**src/rtl/calc_pkg.sv**
```systemverilog
// Shared types and constants for the calculator command sequencer.
// Key codes, ALU operator encoding, FSM states and display status codes.
package calc_pkg;

    localparam int DATA_W     = 27;
    localparam int MAX_DIGITS = 8;
    localparam int MAX_VAL    = 99_999_999;
    localparam int CNT_W      = 4;

    // Key codes 0-9 are digits and carry no enum member.
    typedef enum logic [3:0] {
        CMD_ADD = 4'b1010,
        CMD_SUB = 4'b1011,
        CMD_MUL = 4'b1100,
        CMD_NOP = 4'b1101,
        CMD_EQ  = 4'b1110,
        CMD_CLR = 4'b1111
    } cmd_e;

    typedef enum logic [1:0] {
        OP_ADD = 2'b00,
        OP_SUB = 2'b01,
        OP_MUL = 2'b10
    } op_e;

    typedef enum logic [2:0] {
        S_ENTER_A = 3'd0,
        S_OP_WAIT = 3'd1,
        S_ENTER_B = 3'd2,
        S_EXEC    = 3'd3,
        S_RESULT  = 3'd4,
        S_ERROR   = 3'd5
    } state_e;

    localparam logic [1:0] ST_READY = 2'b00;
    localparam logic [1:0] ST_BUSY  = 2'b01;
    localparam logic [1:0] ST_ERR   = 2'b10;

    function automatic logic is_digit(input logic [3:0] c);
        return c <= 4'd9;
    endfunction

    function automatic logic is_op(input logic [3:0] c);
        return (c == CMD_ADD) || (c == CMD_SUB) || (c == CMD_MUL);
    endfunction

    function automatic op_e cmd_to_op(input logic [3:0] c);
        case (c)
            CMD_SUB: return OP_SUB;
            CMD_MUL: return OP_MUL;
            default: return OP_ADD;
        endcase
    endfunction

endpackage

```
**src/rtl/calc_digit_acc.sv**
```systemverilog
// Decimal operand register: clear, parallel load, and value*10+digit entry.
// A saturating digit counter stops accumulation once MAX_D digits are held.
module calc_digit_acc
    import calc_pkg::*;
#(
    parameter int W     = DATA_W,
    parameter int MAX_D = MAX_DIGITS
) (
    input  logic         clock,
    input  logic         clear,
    input  logic         load,
    input  logic [W-1:0] load_value,
    input  logic         digit_en,
    input  logic         start,
    input  logic [3:0]   digit,
    output logic [W-1:0] value,
    output logic [W-1:0] next_value
);

    logic [CNT_W-1:0] count;
    logic             full;

    assign full = (count >= CNT_W'(MAX_D));

    // next_value is what a digit would produce; the top also shows it on the display.
    always_comb begin
        next_value = value;
        if (start) begin
            next_value = W'(digit);
        end else if (!full) begin
            next_value = value * W'(10) + W'(digit);
        end
    end

    always_ff @(posedge clock) begin
        if (clear) begin
            value <= '0;
            count <= '0;
        end else if (load) begin
            value <= load_value;
            count <= '0;
        end else if (digit_en) begin
            value <= next_value;
            if (start) begin
                count <= CNT_W'(1);
            end else if (!full) begin
                count <= count + CNT_W'(1);
            end
        end
    end

endmodule

```
**src/rtl/calc_op_sequencer.sv**
```systemverilog
// Keypad-to-ALU control FSM: builds operands, latches the operator, runs one
// ALU transaction per EQ/chained op and publishes display value and status.
module calc_op_sequencer
    import calc_pkg::*;
(
    input  logic              clock,
    input  logic              reset,
    input  logic [3:0]        cmd,
    input  logic              cmd_valid,
    output logic              cmd_ready,
    output logic              alu_start,
    output logic [1:0]        alu_op,
    output logic [DATA_W-1:0] alu_a,
    output logic [DATA_W-1:0] alu_b,
    input  logic              alu_done,
    input  logic [DATA_W:0]   alu_result,
    output logic [DATA_W-1:0] disp_value,
    output logic [1:0]        status,
    output logic [2:0]        state
);

    // Handshake: a command transfers on a cycle with cmd_valid && cmd_ready;
    // cmd_ready is low only while an ALU transaction is outstanding, and
    // commands offered then are dropped rather than held.

    state_e            state_q;
    op_e               op_q;
    op_e               next_op_q;
    logic              chain_q;
    logic              done_seen_q;
    logic [DATA_W:0]   res_q;

    logic              accept;
    logic              digit_cmd;
    logic              op_cmd;
    logic              eq_cmd;
    logic              clr_now;
    logic              exec_finish;
    logic              res_ok;

    logic              acc_clear;
    logic              a_load;
    logic              a_digit_en;
    logic              a_start;
    logic              b_digit_en;
    logic              b_start;
    logic [DATA_W-1:0] a_value;
    logic [DATA_W-1:0] a_next;
    logic [DATA_W-1:0] b_value;
    logic [DATA_W-1:0] b_next;

    assign cmd_ready   = (state_q != S_EXEC);
    assign accept      = cmd_valid && cmd_ready;
    assign digit_cmd   = accept && is_digit(cmd);
    assign op_cmd      = accept && is_op(cmd);
    assign eq_cmd      = accept && (cmd == CMD_EQ);
    assign clr_now     = accept && (cmd == CMD_CLR);
    assign exec_finish = (state_q == S_EXEC) && done_seen_q;
    assign res_ok      = !res_q[DATA_W] && (res_q[DATA_W-1:0] <= DATA_W'(MAX_VAL));

    // Digits after a state change into an entry state restart the operand.
    assign acc_clear  = reset || clr_now;
    assign a_load     = exec_finish && res_ok;
    assign a_digit_en = digit_cmd && ((state_q == S_ENTER_A) || (state_q == S_RESULT));
    assign a_start    = (state_q == S_RESULT);
    assign b_digit_en = digit_cmd && ((state_q == S_OP_WAIT) || (state_q == S_ENTER_B));
    assign b_start    = (state_q == S_OP_WAIT);

    calc_digit_acc #(.W(DATA_W), .MAX_D(MAX_DIGITS)) u_acc_a (
        .clock      (clock),
        .clear      (acc_clear),
        .load       (a_load),
        .load_value (res_q[DATA_W-1:0]),
        .digit_en   (a_digit_en),
        .start      (a_start),
        .digit      (cmd),
        .value      (a_value),
        .next_value (a_next)
    );

    calc_digit_acc #(.W(DATA_W), .MAX_D(MAX_DIGITS)) u_acc_b (
        .clock      (clock),
        .clear      (acc_clear),
        .load       (1'b0),
        .load_value ('0),
        .digit_en   (b_digit_en),
        .start      (b_start),
        .digit      (cmd),
        .value      (b_value),
        .next_value (b_next)
    );

    assign alu_a  = a_value;
    assign alu_b  = b_value;
    assign alu_op = op_q;
    assign state  = state_q;

    always_ff @(posedge clock) begin
        alu_start <= 1'b0;
        if (reset || clr_now) begin
            state_q     <= S_ENTER_A;
            op_q        <= OP_ADD;
            next_op_q   <= OP_ADD;
            chain_q     <= 1'b0;
            done_seen_q <= 1'b0;
            res_q       <= '0;
            disp_value  <= '0;
            status      <= ST_READY;
        end else begin
            case (state_q)
                S_ENTER_A: begin
                    if (digit_cmd) begin
                        disp_value <= a_next;
                    end else if (op_cmd) begin
                        op_q    <= cmd_to_op(cmd);
                        state_q <= S_OP_WAIT;
                    end
                end
                S_OP_WAIT: begin
                    if (digit_cmd) begin
                        disp_value <= b_next;
                        state_q    <= S_ENTER_B;
                    end else if (op_cmd) begin
                        op_q <= cmd_to_op(cmd);
                    end
                end
                S_ENTER_B: begin
                    if (digit_cmd) begin
                        disp_value <= b_next;
                    end else if (eq_cmd || op_cmd) begin
                        chain_q     <= op_cmd;
                        next_op_q   <= cmd_to_op(cmd);
                        done_seen_q <= 1'b0;
                        alu_start   <= 1'b1;
                        status      <= ST_BUSY;
                        state_q     <= S_EXEC;
                    end
                end
                S_EXEC: begin
                    // The result is captured first and judged on the following edge.
                    if (!done_seen_q) begin
                        if (alu_done) begin
                            res_q       <= alu_result;
                            done_seen_q <= 1'b1;
                        end
                    end else begin
                        done_seen_q <= 1'b0;
                        if (!res_ok) begin
                            disp_value <= '0;
                            status     <= ST_ERR;
                            state_q    <= S_ERROR;
                        end else begin
                            disp_value <= res_q[DATA_W-1:0];
                            status     <= ST_READY;
                            if (chain_q) begin
                                op_q    <= next_op_q;
                                state_q <= S_OP_WAIT;
                            end else begin
                                state_q <= S_RESULT;
                            end
                        end
                    end
                end
                S_RESULT: begin
                    if (digit_cmd) begin
                        disp_value <= a_next;
                        state_q    <= S_ENTER_A;
                    end else if (op_cmd) begin
                        op_q    <= cmd_to_op(cmd);
                        state_q <= S_OP_WAIT;
                    end
                end
                S_ERROR: begin
                end
                default: begin
                    state_q <= S_ENTER_A;
                end
            endcase
        end
    end

endmodule

```
**config.mk**
```make
export PLATFORM = sky130hd
export DESIGN_NAME = calc_op_sequencer
export DESIGN_NICKNAME = d
export VERILOG_FILES = /design/src/rtl/calc_pkg.sv /design/src/rtl/calc_digit_acc.sv /design/src/rtl/calc_op_sequencer.sv
export SDC_FILE = /design/constraint.sdc
export NUM_CORES = 1
export LEC_CHECK = 0
export BUFFER_PORTS_ARGS = -buffer_cell sky130_fd_sc_hd__buf_4
export CELL_PAD_IN_SITES_DETAIL_PLACEMENT = 1
export CELL_PAD_IN_SITES_GLOBAL_PLACEMENT = 1
export CORE_UTILIZATION = 40
export CTS_CLUSTER_SIZE = 24
export DETAILED_ROUTE_END_ITERATION = 12
export PLACE_DENSITY_LB_ADDON = 0.15
export SLEW_MARGIN = 15
export SYNTH_ARGS = -nofsm -noshare
export SYNTH_HDL_FRONTEND = slang
export SYNTH_SLANG_ARGS = --single-unit
export TNS_END_PERCENT = 100
```
**constraint.sdc**
```tcl
create_clock -name clock -period 4.1 [get_ports clock]
set_clock_uncertainty 0.15 [all_clocks]
set_input_delay 0.615 -clock clock [delete_from_list [all_inputs] [get_ports clock]]
set_output_delay 0.615 -clock clock [all_outputs]
set_load 0.01 [all_outputs]
```
# Yosys cells after proc, flatten, opt, wreduce, memory -nomap -nowiden
# Index checks and enable logic that the tools add are counted.
# totals
register_bits,129
inputBits,36
output_inout_bits,90
elab_cells,130
# classes
addsub,4
mul,2
magnitude_cmp,4
n_eq_ne,24
mux,43
bitwise_logic,4
n_reduce_logical,36
# ops
op,n
two-way mux 27 bit,10
case mux 27 bit (3 select lines),1
adder 27 x 4 -> 27 bit,2
"multiplier 27 x 3 -> 26 bit, second input constant",2
"less-or-equal comparator 27 bit, second input constant",1
two-way mux 3 bit,9
"equality test 4 bit, second input constant",5
two-way mux 2 bit,9
"!= test 2 bit, second input constant",9
case mux 3 bit (6 select lines),1
two-way mux 4 bit,4
case mux 2 bit (2 select lines),3
AND reduction 6 bit,2
logical AND 1 bit,10
AND reduction 3 bit,3
"adder 4 x 1 -> 4 bit, second input constant",2
"greater-or-equal comparator 4 bit, second input constant",2
"!= test 2 x 1 -> 1 bit, second input constant",4
AND reduction 4 bit,2
"equality test 3 x 2 -> 1 bit, second input constant",2
"equality test 3 bit, second input constant",2
logical OR 1 bit,6
nonzero test 2 bit,3
OR reduction 2 bit,3
other kinds (11),20

# Logic depth before layout (Yosys ltp)
# logic_depth
ltp_word,8
ltp_mapped,14
mapped_depth_nobuf,14

# Cells and area by module
# From an unflattened synthesis, not the netlist that was laid out.
# hier_totals
cells_unflattened,1540
hier_area_um2,11482.3
# modules_own_cells
module,instances,cells_each,area_each_um2,seq_area_each_um2
calc_digit_acc (u_acc_b),1,550,4147.7,620.6
calc_digit_acc (u_acc_a),1,539,4131.5,620.6
calc_op_sequencer,1,451,3203.1,1341.3

# Worst setup path after synthesis
# No wires, ideal clock.
# synth_timing
kind,register to register
from,reg u_acc_a.value[16]
to,reg disp_value[26]
setup_time_ns,0.127
t_arrival_ns,3.773
required_time_ns,3.823
slack_ns,0.050
path_stages_with_launch,14
n_path_buf,1
period_less_slack_ns,4.050
path_cell_list,dfxtp_1 -> ha_1 -> ha_1 -> clkbuf_1 -> a21oi_1 -> o21ai_0 -> a2111o_1 -> mux2i_1 -> or4_4 -> or4_4 -> nor3_2 -> a21oi_1 -> o311ai_0 -> a21oi_1
# synth_between
elab_chain_cells,6
# synth_lines
element,line_no,rtl
"start, declared",calc_digit_acc.sv:16,"output logic [W-1:0] value,"
"start signal, assigned",calc_digit_acc.sv:40,value <= load_value;
"start signal, assigned",calc_digit_acc.sv:43,value <= next_value;
multiplier 27 x 3 -> 26 bit,calc_digit_acc.sv:31,next_value = value * W'(10) + W'(digit);
adder 27 x 4 -> 27 bit,calc_digit_acc.sv:31,
two-way mux 27 bit,calc_digit_acc.sv:30,end else if (!full) begin
two-way mux 27 bit,calc_digit_acc.sv:28,if (start) begin
two-way mux 27 bit,"calc_op_sequencer.sv:112, calc_op_sequencer.sv:165",
case mux 27 bit (3 select lines),calc_op_sequencer.sv:110,case (state_q)
"end signal, assigned",calc_op_sequencer.sv:113,disp_value <= a_next;
"end signal, assigned",calc_op_sequencer.sv:121,disp_value <= b_next;
"end signal, assigned",calc_op_sequencer.sv:166,disp_value <= a_next;
"end, declared",calc_op_sequencer.sv:17,"output logic [DATA_W-1:0] disp_value,"
# Every way passes these cells. The select of a mux whose other input is x is not followed.
# A chain may end at the register's enable or synchronous reset.

# Final worst setup path
# layout_timing
from,reg u_acc_b.value[3]
to,reg disp_value[26]
# layout_between
elab_chain_cells,6
# layout_lines
element,line_no,rtl
"start, declared",calc_digit_acc.sv:16,
"start signal, assigned",calc_digit_acc.sv:40,
"start signal, assigned",calc_digit_acc.sv:43,
multiplier 27 x 3 -> 26 bit,calc_digit_acc.sv:31,
adder 27 x 4 -> 27 bit,calc_digit_acc.sv:31,
two-way mux 27 bit,calc_digit_acc.sv:30,
two-way mux 27 bit,calc_digit_acc.sv:28,
two-way mux 27 bit,"calc_op_sequencer.sv:120, calc_op_sequencer.sv:128",
case mux 27 bit (3 select lines),calc_op_sequencer.sv:110,
"end signal, assigned",calc_op_sequencer.sv:113,
"end signal, assigned",calc_op_sequencer.sv:121,
"end signal, assigned",calc_op_sequencer.sv:129,disp_value <= b_next;
# Every way passes these cells. The select of a mux whose other input is x is not followed.

==> metrics.yaml <==
layout_common_cells: "268 x buf_4, 177 x nand2_1, 141 x nor2_1"
dr.first_iter.drc_count: 795
htreeDepth: 4
grt_antenna_before_repair: 0
cts_buffer_depth: 2
rsz0062_at_grt: "true"
die_y_um: 164
drcViolationCount: 0
drive_above_1_share: 0.269
clk_pin_slew_ps: 70
multi_input_area_sq_um: 7990
slowest_delay_ps: 610
core_region_area_sq_um: 25500
synth_top_area_frac: 0.246
grt_pass1_wl_mm: 63.3
area_growth_pct: 31.4
hold-path-endpoint: "res_q[18]$_SDFFE_PP0P_"
syn-num-nets: 1516
ant_nets: 0
cts_root_buf: "clkbuf_16"
globalplace.congestion: 0.886
start_kind: "flip-flop"
start_util: 0.412
dp_slack_ps: -464
cts_num_sinks: 129
r2r_end: "disp_value[26]$_SDFFE_PP0P_"
synth.largest_area_cell: "dfxtp_1"
seqCellArea_sq_um: 2620
setup_slack_ps: 29.8
vias_per_cell: 6.05
wire_per_inst_um: 21.4
worstSetupStartpoint: "u_acc_b.value[3]$_SDFFE_PP0P_"
final_core_util: 0.541
syn_area_sq_um: 10500
die_area_sq_um: 26900
first_global_vias: 11700
grtUsageTotal: 0.304
vias: 11700
cts_tree: "built"
synth_flop_cell: "dfxtp_1"
synthArstFlopShare: 0
drv_cap: 0
port-buffer-count: 125
final_nets: 1730
wirelength_mm: 41.4
ys_types: 79
worst-r2r-setup-slack_ps: 30
worstPathMaxFanout: 4
post-route-period-util: 0.993
peakVddDrop_mv: 0.261
die_w_um: 164
grt.overflow.total: 0
numCtsBuffers: 17
synth_seq_area_share: 0.246
worstHoldPathCells: 3
crit_chain: "ha_4 -> ha_4 -> inv_2 -> fa_2 -> xor2_2 -> or3_4 -> or4_4 -> or3_4 -> or4b_4 -> nor4_4 -> xnor2_2 -> a21oi_1 -> a21oi_1"
hpwl_mm: 31.6
fmax_mhz: 246
final_hold_viol_count: 0
relSlewSlack: 0.365
status: "finished, final reports clean"
netlist_instances: 1376
critPathCaptureType: "flip-flop"
finalSetupViolCount: 0
power.density_nw_per_um2: 258
clkLatencyLatePin_ps: 440
grt_max_degree: 41
maxSlewViolCount: 0
avgSynthCellArea_sq_um: 7.62
total_power_mw: 3.56
final_common_cell: "buf_4"
synth_edf_count: 0
num_rows: 58
ys.warnings.count: 0
path_class: "flip-flop to flip-flop"
drtPass1Iterations: 5
power_leakage_nw: 5.81
worstRegToRegCells: 13
ios: 126
hold_class: "primary input to flip-flop"
period_needed_ps: 4070
worstMarginPinSlew_ps: 953
crit_path_top_delay_cell: "or4b_4"
synth-seq-cells: 129
r2r_start: "u_acc_b.value[3]$_SDFFE_PP0P_"
cp_data_required_time_ps: 4300
fillers: 3129
ys_top_cells_by_area: "dfxtp_1 25%, ha_1 12%, a21oi_1 7.1%"
crit_arrival_ps: 4270
antenna_cells: 0
hp-start: "alu_result[18]"
## Yosys cell counts (5+ instances only)
master / count
inv_1: 22
or3_1: 9
o21a_1: 7
buf_2: 5
nor3_1: 29
nor4_1: 8
a22oi_1: 33
nand4_1: 9
nand2b_1: 29
clkbuf_1: 66
or2_2: 10
a32oi_1: 7
nand3_1: 26
a221oi_1: 18
a21o_1: 21
o221ai_1: 7
nand2_1: 177
a21oi_1: 148
nor4b_1: 5
nor2b_1: 13
mux2i_1: 15
dfxtp_1: 129
nor2_1: 142
o21ai_1: 5
and2_1: 13
a211oi_1: 22
and3_1: 10
o21ai_0: 59
ha_1: 100
nand3b_1: 5
o31ai_1: 5
a31oi_1: 16
o22ai_1: 11
nor3b_1: 5
xor2_1: 36
xnor2_1: 39
o211ai_1: 25
## per-stage QoR
step | hold WS, ps | cells | cell area [sq um] | setup TNS, ps
6_report | 275 | 1933 | 13800 | 0
5_1_grt | 282 | 1933 | 13800 | -292
4_1_cts | 272 | 1925 | 13300 | -5.81
3_5_place_dp | 309 | 1891 | 12600 | -1020
3_3_place_gp | 292 | 1891 | 12600 | -200
2_1_floorplan | 286 | 1376 | 10500 | 0
## registers in the layout, indices dropped and copies added (netlist names), 3 cells and up
name           flops
u_acc_a.value     27
disp_value        27
u_acc_a.count      4
res_q             28
u_acc_b.value     27
u_acc_b.count      4
state              3
## worst max-delay path, delay by kind of cell (launching register included)
family                     cells  cell delay [ps]
AOI/OAI and AO/OA              2              290
adders and majority gates      3              780
DFF                            1              340
and+or+nand+nor                5             2040
buffers and inverters          1               30
xor gates and xnor gates       2              370
## repair_timing
item	4_1_cts	5_1_grt
buffers inserted	2	8
pin swaps	11	30
endpoints found under the setup margin	18	29
hold buffers	0	0
gates resized for setup	24	86
## final cells by class
cell class / count / area share
Clock buffer: 20 / 0.0339
Inverter: 22 / 0.00599
Tap cell: 330 / 0.0300
Multi-Input combinational cell: 1150 / 0.580
Clock inverter: 12 / 0.0114
Sequential cell: 129 / 0.190
Timing Repair Buffer: 270 / 0.148
## layer usage
metal,up-vias,part of all wire,global-route usage
li1,5496,-,-
met1,5760,0.45,0.403
met2,367,0.47,0.503
met3,66,0.059,0.0452
met4,0,0.026,0.0989
met5,-,0,0
## worst max-delay path by stage
| stage | endpoint | slack (ps) |
|---|---|---|
| 2_1_floorplan | disp_value[26]$_SDFFE_PP0P_ | 50 |
| 3_3_place_gp | disp_value[26]$_SDFFE_PP0P_ | -190 |
| 3_5_place_dp | disp_value[26]$_SDFFE_PP0P_ | -460 |
| 4_1_cts | disp_value[26]$_SDFFE_PP0P_ | -6 |
| 5_1_grt | disp_value[23]$_SDFFE_PP0P_ | -70 |
| 6_report | disp_value[26]$_SDFFE_PP0P_ | 30 |
## kinds of logic after synthesis
logic type               synth area share
multiplexers                       0.0154
AND/OR/NAND/NOR                     0.234
flip-flops                          0.246
XOR/XNOR                           0.0627
adder cells (fa/ha/maj)             0.128
buffers and inverters              0.0354
AO/OA/AOI/OAI                       0.278
## where the power goes
| group | internal (mW) | switching, mW | total (mW) |
|---|---|---|---|
| sequential | 1.29 | 0.0408 | 1.33 |
| combinational | 0.259 | 0.344 | 0.603 |
| clock | 1.01 | 0.620 | 1.63 |
(Power assumes the default switching activity.)
